File: src/rtl/muldiv_unit.sv
// Iterative multiply/divide unit with architectural HI/LO registers.
// Shift-add multiply and restoring divide, one step per cycle, sign fix-up in FIX.
module muldiv_unit #(
  parameter int WIDTH = 32
) (
  input  logic             clk,
  input  logic             reset,
  input  logic             start,
  input  logic [2:0]       op,
  input  logic [WIDTH-1:0] a,
  input  logic [WIDTH-1:0] b,
  output logic             busy,
  output logic             done,
  output logic             divzero,
  output logic [WIDTH-1:0] hi,
  output logic [WIDTH-1:0] lo
);

  localparam int CW = $clog2(WIDTH);

  // Handshake: start is sampled only while IDLE with op 000..101; done is a
  // single-cycle pulse with hi/lo/divzero valid, and busy covers CALC and FIX.
  typedef enum logic [1:0] {IDLE, CALC, FIX} state_t;

  state_t             state, state_nxt;
  logic [CW-1:0]      cnt;
  logic [2*WIDTH-1:0] acc;
  logic [WIDTH-1:0]   opnd;
  logic [WIDTH-1:0]   a_raw;
  logic [2:0]         op_q;
  logic               sdiff, aneg, dz;

  logic               accept, is_signed, b_zero;
  logic [WIDTH-1:0]   a_mag, b_mag;
  logic [WIDTH:0]     mul_sum, div_top, div_diff;
  logic [2*WIDTH-1:0] mul_nxt, div_nxt, mul_res;
  logic [WIDTH-1:0]   quot, rem;

  assign accept    = (state == IDLE) && start && (op <= 3'b101);
  assign is_signed = ~op[0];
  assign b_zero    = (b == '0);
  assign a_mag     = (is_signed && a[WIDTH-1]) ? -a : a;
  assign b_mag     = (is_signed && b[WIDTH-1]) ? -b : b;
  assign busy      = (state != IDLE);

  // Multiply: low half holds the multiplier and shifts out LSB-first.
  assign mul_sum = {1'b0, acc[2*WIDTH-1:WIDTH]} + {1'b0, (acc[0] ? opnd : {WIDTH{1'b0}})};
  assign mul_nxt = {mul_sum, acc[WIDTH-1:1]};

  // Divide: {remainder, quotient} shift left; quotient bits enter at the LSB.
  assign div_top  = acc[2*WIDTH-1:WIDTH-1];
  assign div_diff = div_top - {1'b0, opnd};
  assign div_nxt  = div_diff[WIDTH] ? {acc[2*WIDTH-2:0], 1'b0}
                                    : {div_diff[WIDTH-1:0], acc[WIDTH-2:0], 1'b1};

  assign mul_res = sdiff ? -acc : acc;
  assign quot    = sdiff ? -acc[WIDTH-1:0] : acc[WIDTH-1:0];
  assign rem     = aneg  ? -acc[2*WIDTH-1:WIDTH] : acc[2*WIDTH-1:WIDTH];

  always_comb begin
    state_nxt = state;
    case (state)
      IDLE: begin
        if (accept && !op[2]) state_nxt = (op[1] && b_zero) ? FIX : CALC;
      end
      CALC: begin
        if (cnt == CW'(WIDTH - 1)) state_nxt = FIX;
      end
      FIX:     state_nxt = IDLE;
      default: state_nxt = IDLE;
    endcase
  end

  always_ff @(posedge clk) begin
    if (reset) begin
      state   <= IDLE;
      cnt     <= '0;
      acc     <= '0;
      opnd    <= '0;
      a_raw   <= '0;
      op_q    <= '0;
      sdiff   <= 1'b0;
      aneg    <= 1'b0;
      dz      <= 1'b0;
      hi      <= '0;
      lo      <= '0;
      done    <= 1'b0;
      divzero <= 1'b0;
    end else begin
      state   <= state_nxt;
      done    <= 1'b0;
      divzero <= 1'b0;
      case (state)
        IDLE: begin
          if (accept) begin
            op_q  <= op;
            a_raw <= a;
            cnt   <= '0;
            sdiff <= is_signed && (a[WIDTH-1] ^ b[WIDTH-1]);
            aneg  <= is_signed && a[WIDTH-1];
            dz    <= op[1] && !op[2] && b_zero;
            if (op == 3'b100) begin
              hi   <= a;
              done <= 1'b1;
            end else if (op == 3'b101) begin
              lo   <= a;
              done <= 1'b1;
            end else if (op[1]) begin
              acc  <= {{WIDTH{1'b0}}, a_mag};
              opnd <= b_mag;
            end else begin
              acc  <= {{WIDTH{1'b0}}, b_mag};
              opnd <= a_mag;
            end
          end
        end
        CALC: begin
          acc <= op_q[1] ? div_nxt : mul_nxt;
          cnt <= cnt + CW'(1);
        end
        FIX: begin
          done    <= 1'b1;
          divzero <= dz;
          if (dz) begin
            lo <= {WIDTH{1'b1}};
            hi <= a_raw;
          end else if (op_q[1]) begin
            lo <= quot;
            hi <= rem;
          end else begin
            {hi, lo} <= mul_res;
          end
        end
        default: ;
      endcase
    end
  end

endmodule

File: config.mk
export PLATFORM = sky130hd
export DESIGN_NAME = muldiv_unit
export DESIGN_NICKNAME = d
export VERILOG_FILES = /design/src/rtl/muldiv_unit.sv
export SDC_FILE = /design/constraint.sdc
export NUM_CORES = 1
export LEC_CHECK = 0
export CAP_MARGIN = 15
export CORE_ASPECT_RATIO = 0.6
export CORE_MARGIN = 2
export CORE_UTILIZATION = 31
export CTS_CLUSTER_DIAMETER = 150
export DETAILED_ROUTE_END_ITERATION = 10
export DONT_BUFFER_PORTS = 1
export PLACE_DENSITY = 0.46
export RECOVER_POWER = 100
export SETUP_SLACK_MARGIN = 0.2
export SLEW_MARGIN = 20
export SYNTH_ARGS = -nofsm -noshare
export SYNTH_HDL_FRONTEND = slang
export SYNTH_SLANG_ARGS = --single-unit
File: constraint.sdc
create_clock -name clk -period 4.5 [get_ports clk]
set_input_delay 0.225 -clock clk [delete_from_list [all_inputs] [get_ports clk]]
set_output_delay 0.225 -clock clk [all_outputs]
set_load 0.05 [all_outputs]
Word-level counts from Yosys, hierarchy flattened
Cells that the tools add are included.
{ "totals": {"reg_bits": 206, "input_bits": 70, "out_inout_bits": 67} }
{ "op_classes": {"muxes": 35, "addsub": 8, "n_bitwise": 5, "eq_ne": 12, "order_cmp": 1, "n_reduce_logical": 23} }
{ "ops": {"columns": ["operator", "n"], "rows": [
  ["two-way mux 32 bit", 16],
  ["two-way mux 64 bit", 6],
  ["negation 32 bit", 4],
  ["one-hot mux 32 bit (2 select lines)", 2],
  ["one-hot mux 64 bit (2 select lines)", 1],
  ["negation 64 bit", 1],
  ["adder 32 x 32 -> 33 bit", 1],
  ["subtractor 33 x 32 -> 33 bit", 1],
  ["zero test 32 bit", 1],
  ["AND reduction 4 bit", 3],
  ["one-hot mux 5 bit (2 select lines)", 1],
  ["logical AND 1 bit", 9],
  ["!= test 2 bit, second input constant", 4],
  ["== test 3 bit, second input constant", 2],
  ["two-way mux 2 bit", 3],
  ["!= test 2 x 1 -> 1 bit, second input constant", 3],
  ["AND reduction 2 bit", 3],
  ["nonzero test 2 bit", 3],
  ["adder 5 x 1 -> 5 bit, second input constant", 1],
  ["== test 5 bit, second input constant", 1],
  ["two-way mux 5 bit", 1],
  ["NOT 1 bit", 4],
  ["one-hot mux 2 bit (2 select lines)", 1],
  ["less-or-equal comparator 3 bit, second input constant", 1],
  ["9 further kinds", 11]
]} }

Depth between registers and ports, before layout
Gate-level depths: netlist of run 1.
{ "logic_depth": {"word_depth": 8, "mapped_depth": 15} }

Worst setup path before layout of run 1
No wires, ideal clock.
{ "synth_path": {"path_kind": "reg2reg", "from": "reg acc[0]", "to": "reg acc[56]", "t_arrival_ns": 3.109, "required_time_ns": 4.383, "path_slack_ns": 1.273, "setup_time_ns": 0.117, "n_path_buf": 2, "stages_incl_launch_ff": 15, "path_cell_list": "dfxtp_1 clkbuf_1 inv_1 clkbuf_1 nor2_1 ha_1 o211ai_1 o211ai_1 a21oi_1 o311ai_0 a221oi_1 o31a_1 xor2_1 nand2_1 a32o_1"} }
{ "synth_via": {"elab_chain_len": 4} }
{ "synth_rtl": {"columns": ["item", "line", "rtl"], "rows": [
  ["start, declared", "27", "logic [2*WIDTH-1:0] acc;"],
  ["start signal, assigned", "109", "acc <= {{WIDTH{1'b0}}, a_mag};"],
  ["start signal, assigned", "112", "acc <= {{WIDTH{1'b0}}, b_mag};"],
  ["start signal, assigned", "118", "acc <= op_q[1] ? div_nxt : mul_nxt;"],
  ["two-way mux 32 bit", "47", "assign mul_sum = {1'b0, acc[2*WIDTH-1:WIDTH]} + {1'b0, (acc[0] ? opnd : {WIDTH{1'b0}})};"],
  ["adder 32 x 32 -> 33 bit", "47", null],
  ["two-way mux 64 bit", "118", null],
  ["one-hot mux 64 bit (2 select lines)", "93", "case (state)"]
]} }
No other way between the ends.
A chain may end at the register's enable or synchronous reset.

Final worst setup path of run 1
{ "layout_path": {"from": "reg acc[31]", "to": "reg acc[38]"} }
{ "layout_via": {"elab_chain_len": 4} }
{ "layout_rtl": {"columns": ["item", "line", "rtl"], "rows": [
  ["subtractor 33 x 32 -> 33 bit", "52", "assign div_diff = div_top - {1'b0, opnd};"],
  ["two-way mux 64 bit", "53", "assign div_nxt = div_diff[WIDTH] ? {acc[2*WIDTH-2:0], 1'b0}"],
  ["two-way mux 64 bit", "118", null],
  ["one-hot mux 64 bit (2 select lines)", "93", null]
]} }
No other way between the ends.

==> key figures, run 1 <==
Synth
  – Largest family of logic cells by synthesized area: compound AO/OA/AOI/OAI gates
  – Synth Area in XOR/XNOR: 8.99%
  – Post-Syn Nets: 2362
  – Compound-cell area share of the yosys netlist: 29.6%
  – Syn_area_per_cell: 7.24 sq um
  – Number of flops mapped to enable cells by yosys: 0
  – Synth Area in Simple Gates: 21.2%
  – Distinct cell type count after synthesis: 85
  – Ys async rst share: 0%
  – Top cell type's share of synthesized area: 25.5%
  – Synthesized flop and latch total: 205
  – Synth Cell Area: 16100 sq um
  – Sequential share of the synthesized area: 25.5%
  – Adder-Cell Fraction of Synth Area: 5.70%
  – Mux contribution to synthesized area: 3.65%
  – Top FF cell, synth: dfxtp_1
  – Mapped Cells: 2220
  – Syn. warnings: 0
  – Most area-hungry cell type in the Yosys netlist: dfxtp_1
  – Largest cells by area after synthesis: dfxtp_1 26%, a21oi_1 7.2%, nand2_1 6.8%

GRT
  – Initial antenna violation count: 8
  – Met1 Usage GRT: 46.4%
  – Global Route met2 Usage: 33.2%
  – Total GRT Usage: 28.0%
  – Number of global-route vias before repair: 15500
  – Largest net degree at the start of global routing: 139
  – GRT met3 Usage: 9.60%
  – GRT Residual Overflow: 0
  – Global routing's busiest layer: met1
  – Global-route wire length before repair: 112000 um

Timing
  – Worst-margin pin slew: 2340 ps
  – Final Setup Violations: 0
  – Minimum clock period: 4250 ps
  – Highest clock rate: 236 MHz
  – Slew Viols, Final: 68
  – TNS Setup: 0 ps
  – RSZ-0062 raised after global routing: no
  – Final worst-path cycle share: 94.4%
  – Max-slew headroom: -56.1%
  – Fin. Hold Viols: 0
  – Worst-case clock skew: 26.2 ps

Routing
  – Via density: 6.14
  – WL final: 79100 um
  – Initial DRC count: 2327
  – Post-route ant nets: 0
  – Pre-antenna DRT Iters: 6
  – DRC: 0
  – Via Count: 17700
  – WL/cell: 27.4 um

Min path
  – Worst Hold Path Cells: 3
  – Min-Delay Endpoint: state[0]$_SDFFE_PP0P_
  – HP Start: op[1]
  – Hold Path Class: in2reg

Placed design
  – Cell Area, Placed: 16700 sq um
  – Post-DP HPWL: 59400 um
  – I/O Buffers: 0
  – Gpl congestion: 0.942

Pwr
  – Leak: 6.66 nW
  – Combinational power share: 24.8%
  – Final Power: 5.43 mW
  – Clock power frac: 37.0%
  – Internal power: 3.48 mW
  – Seq pwr share: 38.3%
  – P_sw: 1.95 mW
  – Pwr/cell area: 304 nW/um^2
  – Largest vdd supply drop: 0.259 mV
  – Sw frac: 35.9%

Finish
  – NumNets Final: 2316
  – Commonest non-fill, non-tap cell in the layout: nand2_1
  – Multi-input logic area: 11100 sq um
  – Fillcell total: 5529
  – P&R area growth vs syn: 10.8%
  – Proportion of layout cells with a drive suffix above 1: 5.25%
  – Sequential cell area: 4110 sq um
  – Fin area: 17800 sq um
  – Fin util: 34.9%
  – Commonest non-fill, non-tap cells in the layout: 293 x nand2_1, 232 x a21oi_1, 209 x nor2_1

Floorplanning
  – Num rows: 64
  – Full die area: 53800 sq um
  – Die height: 180 um
  – Top-Level Pins: 137
  – Starting Density: 31.5%
  – Core area: 51100 sq um
  – Die Span X: 298 um

Setup path
  – CP startpoint kind: register
  – Arr. time, crit path: 4690 ps
  – Critical Path Fanout Max: 14
  – Req. time, crit path: 4940 ps
  – CP startpoint: acc[31]$_SDFFE_PP0P_
  – RR Startpoint: acc[31]$_SDFFE_PP0P_
  – Reg2reg end: acc[38]$_SDFFE_PP0P_
  – CP Capture Type: register
  – CP Class: reg2reg
  – FF-to-FF setup slack: 250 ps
  – R2R cell count: 12

Clocking
  – Clk_lat worst skew: 560 ps
  – CTS tree: done
  – Inserted Clock Buffers: 24
  – Post-CTS sizing: 0
  – Clock-pin slew on the worst setup and hold paths: 60 ps
  – Root buf cell: clkbuf_16
  – Clock buffer depth: 3
  – Clock Sinks: 205
  – H-tree levels: 1

Outcome
  – Outcome: finished, violations left
  – Failing checks: capacitance limit, slew limit

Job
  – Number of max-cap violations: 2
critical path, cell delays in order, from the launching register on:
cell and delay (ps):
dfxtp_1 430, inv_1 130, ha_1 240, fa_1 390, nand2b_1 200, a21o_1 220
a31oi_1 350, o211ai_1 230, a21boi_1 490, o21ai_0 390, nand2_1 580, o211ai_1 190
a32o_1 300
final cells by class:
class / instances / area share (%)
Multi-Input combinational cell: 1791 / 62.1
Sequential cell: 205 / 23.0
Tap cell: 693 / 4.87
Timing Repair Buffer: 87 / 4.23
Clock buffer: 37 / 3.92
Inverter: 65 / 1.37
Clock inverter: 6 / 0.400
Antenna cell: 2 / 0.0281
power by group through the flow:
| stage | sequential [mW] | combinational (mW) | clock [mW] |
|---|---|---|---|
| after floorplan | 2.05 | 0.889 | 0 |
| after global placement | 2.11 | 1.22 | 0 |
| after detailed placement | 2.11 | 1.22 | 0 |
| after CTS | 2.07 | 1.31 | 2.01 |
| after global routing | 2.08 | 1.43 | 2.09 |
| final | 2.08 | 1.34 | 2.01 |
cell usage after synthesis (6+ instances only):
library cell    n
a2111oi_0       6
a211o_1         7
a211oi_1       43
a21boi_0       11
a21o_1         26
a21oi_1       232
a22oi_1        24
a311oi_1        6
a31oi_1        42
a41oi_1         6
and2_1         11
and3_1         11
buf_1          15
clkbuf_1      134
dfxtp_1       205
ha_1           70
inv_1          64
mux2i_1        53
nand2_1       293
nand2b_1       30
nand3_1        25
nand4_1        11
nor2_1        213
nor2b_1        17
nor3_1         61
nor4_1         21
o211ai_1       53
o21a_1         10
o21ai_0       167
o21bai_1        6
o221ai_1        9
o22ai_1        23
o31ai_1        19
o41ai_1        12
or2_2           6
or3_1          12
or4_1           9
xnor2_1        90
xor2_1         75
stage by stage:
stage	hold WS [ps]	setup slack [ps]	std cells
2_1_floorplan	361	1270	2220
3_3_place_gp	321	697	2802
3_5_place_dp	325	518	2802
4_1_cts	0.272	463	2884
5_1_grt	17.7	113	2884
6_report	15.6	254	2886
per-layer routing:
| layer | up-vias | share of wire [%] |
|---|---|---|
| met5 | - | 0 |
| met4 | 0 | 1.5 |
| met3 | 68 | 15 |
| met2 | 1203 | 34 |
| met1 | 8512 | 49 |
| li1 | 7923 | - |
state kept, by name (all words and copies together) (netlist names):
signal and count:
a_raw 32, acc 64, aneg 1, cnt 5, divzero 1, done 1, dz 1, hi 32
lo 32, op_q 1, opnd 32, sdiff 1, state 2
logic make-up after synthesis:
family | Yosys count
XOR/XNOR | 165
buffers and inverters | 224
adder cells (fa/ha/maj) | 72
multiplexers | 58
AND/OR/NAND/NOR | 744
AO/OA/AOI/OAI | 752
flip-flops | 205
what timing repair did:
action                                 CTS  global route
hold buffers                            39             0
endpoints found under the hold margin  168             0
setup endpoints to repair                0             0
buffers inserted                         0             0
worst max path at each step:
| stage | endpoint | slack (ps) | depth (start not counted) |
|---|---|---|---|
| 5_1_grt | acc[39]$_SDFFE_PP0P_ | 110 | 12 |
| 4_1_cts | acc[59]$_SDFFE_PP0P_ | 460 | 12 |
| 3_5_place_dp | acc[59]$_SDFFE_PP0P_ | 520 | 12 |
| 2_1_floorplan | acc[56]$_SDFFE_PP0P_ | 1270 | 14 |
| 3_3_place_gp | acc[52]$_SDFFE_PP0P_ | 700 | 12 |
| 6_report | acc[38]$_SDFFE_PP0P_ | 250 | 12 |
Power figures use the tool's default switching activity.
==> run 2: changes to the inputs <==
RECOVER_POWER = 25   (was 100)
==> run 2 against run 1 <==
Against the previous run:
- the run now ends clean
- combinational power barely moved
- critical path depth is the same
- cell count did not move
- core utilization increased by 0.19 points
- total power barely moved
- setup slack gained 100 ps
- clock power barely moved
- count of clock-buffer cells in the layout unchanged
- register-to-register slack better by 100 ps
- wire length decreased by 0.21%
- critical path type unchanged
==> key figures, run 2 (synthesis gave the netlist of run 1 again) <==
Finish
  – Fillcell total: 5512
  – Most flops, register: acc
  – Max reg flops: 64
  – P&R area growth vs syn: 11.4%
  – Finished Layout Cells: 2886
  – Proportion of layout cells with a drive suffix above 1: 5.93%
  – NumNets Final: 2316
  – Commonest non-fill, non-tap cell in the layout: nand2_1
  – Commonest non-fill, non-tap cells in the layout: 293 x nand2_1, 231 x a21oi_1, 209 x nor2_1

Routing
  – DRC: 0
  – Via density: 6.11
  – Initial DRC count: 2554
  – Pre-antenna DRT Iters: 6
  – Via Count: 17600
  – Post-route ant nets: 0
  – WL final: 78900 um
  – WL/cell: 27.3 um

Timing
  – RSZ-0062 raised after global routing: no
  – Worst-case clock skew: 27.2 ps
  – Fin. Hold Viols: 0
  – Final Setup Violations: 0
  – Min Hold Slack: 12.2 ps
  – Highest clock rate: 241 MHz
  – Final worst-path cycle share: 92.1%
  – Worst-margin pin slew: 1080 ps
  – Max-slew headroom: 27.5%
  – TNS Setup: 0 ps
  – Slew Viols, Final: 0
  – Minimum clock period: 4140 ps

Floorplanning
  – Top-Level Pins: 137
  – Full die area: 53800 sq um
  – Starting Density: 31.5%
  – Die height: 180 um
  – Core area: 51100 sq um
  – Die Span X: 298 um
  – Num rows: 64

Setup path
  – CP Class: reg2reg
  – Arr. time, crit path: 4550 ps
  – FF-to-FF setup slack: 360 ps
  – Req. time, crit path: 4900 ps
  – CP startpoint kind: register
  – Critical Path Fanout Max: 17
  – CP Capture Type: register

GRT
  – Global-route wire length before repair: 112000 um
  – Initial antenna violation count: 8
  – Total GRT Usage: 28.0%
  – Number of global-route vias before repair: 15500
  – Largest net degree at the start of global routing: 139
  – GRT Residual Overflow: 0

Pwr
  – Pwr/cell area: 303 nW/um^2
  – Leak: 6.71 nW
  – Largest vdd supply drop: 0.256 mV
  – Final Power: 5.43 mW

Clocking
  – Setup bufs post-CTS: 0
  – Root buf cell: clkbuf_16
  – Clock-pin slew on the worst setup and hold paths: 60 ps
  – H-tree levels: 1
  – Clk_lat worst skew: 560 ps
  – Inserted Clock Buffers: 24
  – CTS tree: done
  – Clock Sinks: 205
  – Clock buffer depth: 3

Placed design
  – Gpl congestion: 0.942
  – Dpl cells: 2802
  – Post-DP HPWL: 59400 um
  – I/O Buffers: 0

Job
  – Number of max-cap violations: 0

Outcome
  – Outcome: finished, final reports clean

Min path
  – Hold Path Class: in2reg
==> run 2: final cells by class <==
class | instances | area (sq um) | area share, %
well taps | 693 | 867 | 4.84
inverters | 65 | 244 | 1.36
repair buffers | 87 | 778 | 4.34
clock inverters | 6 | 71.3 | 0.398
flip-flops and latches | 205 | 4110 | 22.9
clock buffers | 37 | 699 | 3.90
multi-input cells | 1791 | 11100 | 62.2
diodes | 2 | 5.00 | 0.0279
==> run 2: repair_timing <==
item | CTS | global route
endpoints found under the hold margin | 168 | 0
hold buffers | 39 | 0
gates resized for setup | 0 | 0
==> run 2: final timing paths <==
| check | from | to | cells past startpoint |
|---|---|---|---|
| worst min-delay path | op[1] | opnd[25]$_SDFFE_PP0P_ | 2 |
| worst min register to register | a_raw[15]$_SDFFE_PP0P_ | a_raw[15]$_SDFFE_PP0P_ | 2 |
| worst max register to register | acc[31]$_SDFFE_PP0P_ | acc[59]$_SDFFE_PP0P_ | 12 |
| worst max-delay path | acc[31]$_SDFFE_PP0P_ | acc[59]$_SDFFE_PP0P_ | 12 |
==> run 2: metrics by stage <==
| step | utilization (%) | setup WS, ps | area (sq um) |
|---|---|---|---|
| after floorplan | - | 1270 | 16100 |
| after global placement | 32.7 | 697 | 16700 |
| after detailed placement | 32.7 | 518 | 16700 |
| after CTS | 35.1 | 463 | 17900 |
| after global routing | 35.1 | 200 | 17900 |
| final | 35.1 | 356 | 17900 |
==> run 2: power by group <==
group	internal, mW	switching [mW]
registers	1.90	0.174
logic	0.460	0.896
clock network	1.13	0.871
==> run 2: routing by layer <==
layer,track usage [%],vias to the layer above,share of wire [%]
met1,46.4,8499,49
li1,-,7930,-
met5,0,-,0
met2,33.2,1138,34
met3,9.60,71,15
met4,4.18,0,1.6
==> run 2: worst max-delay path, cell delays in order, from the launching register on <==
cell      delay [ps]
dfxtp_1          420
inv_1            140
ha_1             250
fa_1             380
nand2b_1         200
a21o_1           220
a31oi_1          350
o211ai_1         230
a21boi_1         470
nor3_2           280
nor2_4           590
mux2i_1          300
o221ai_1         130
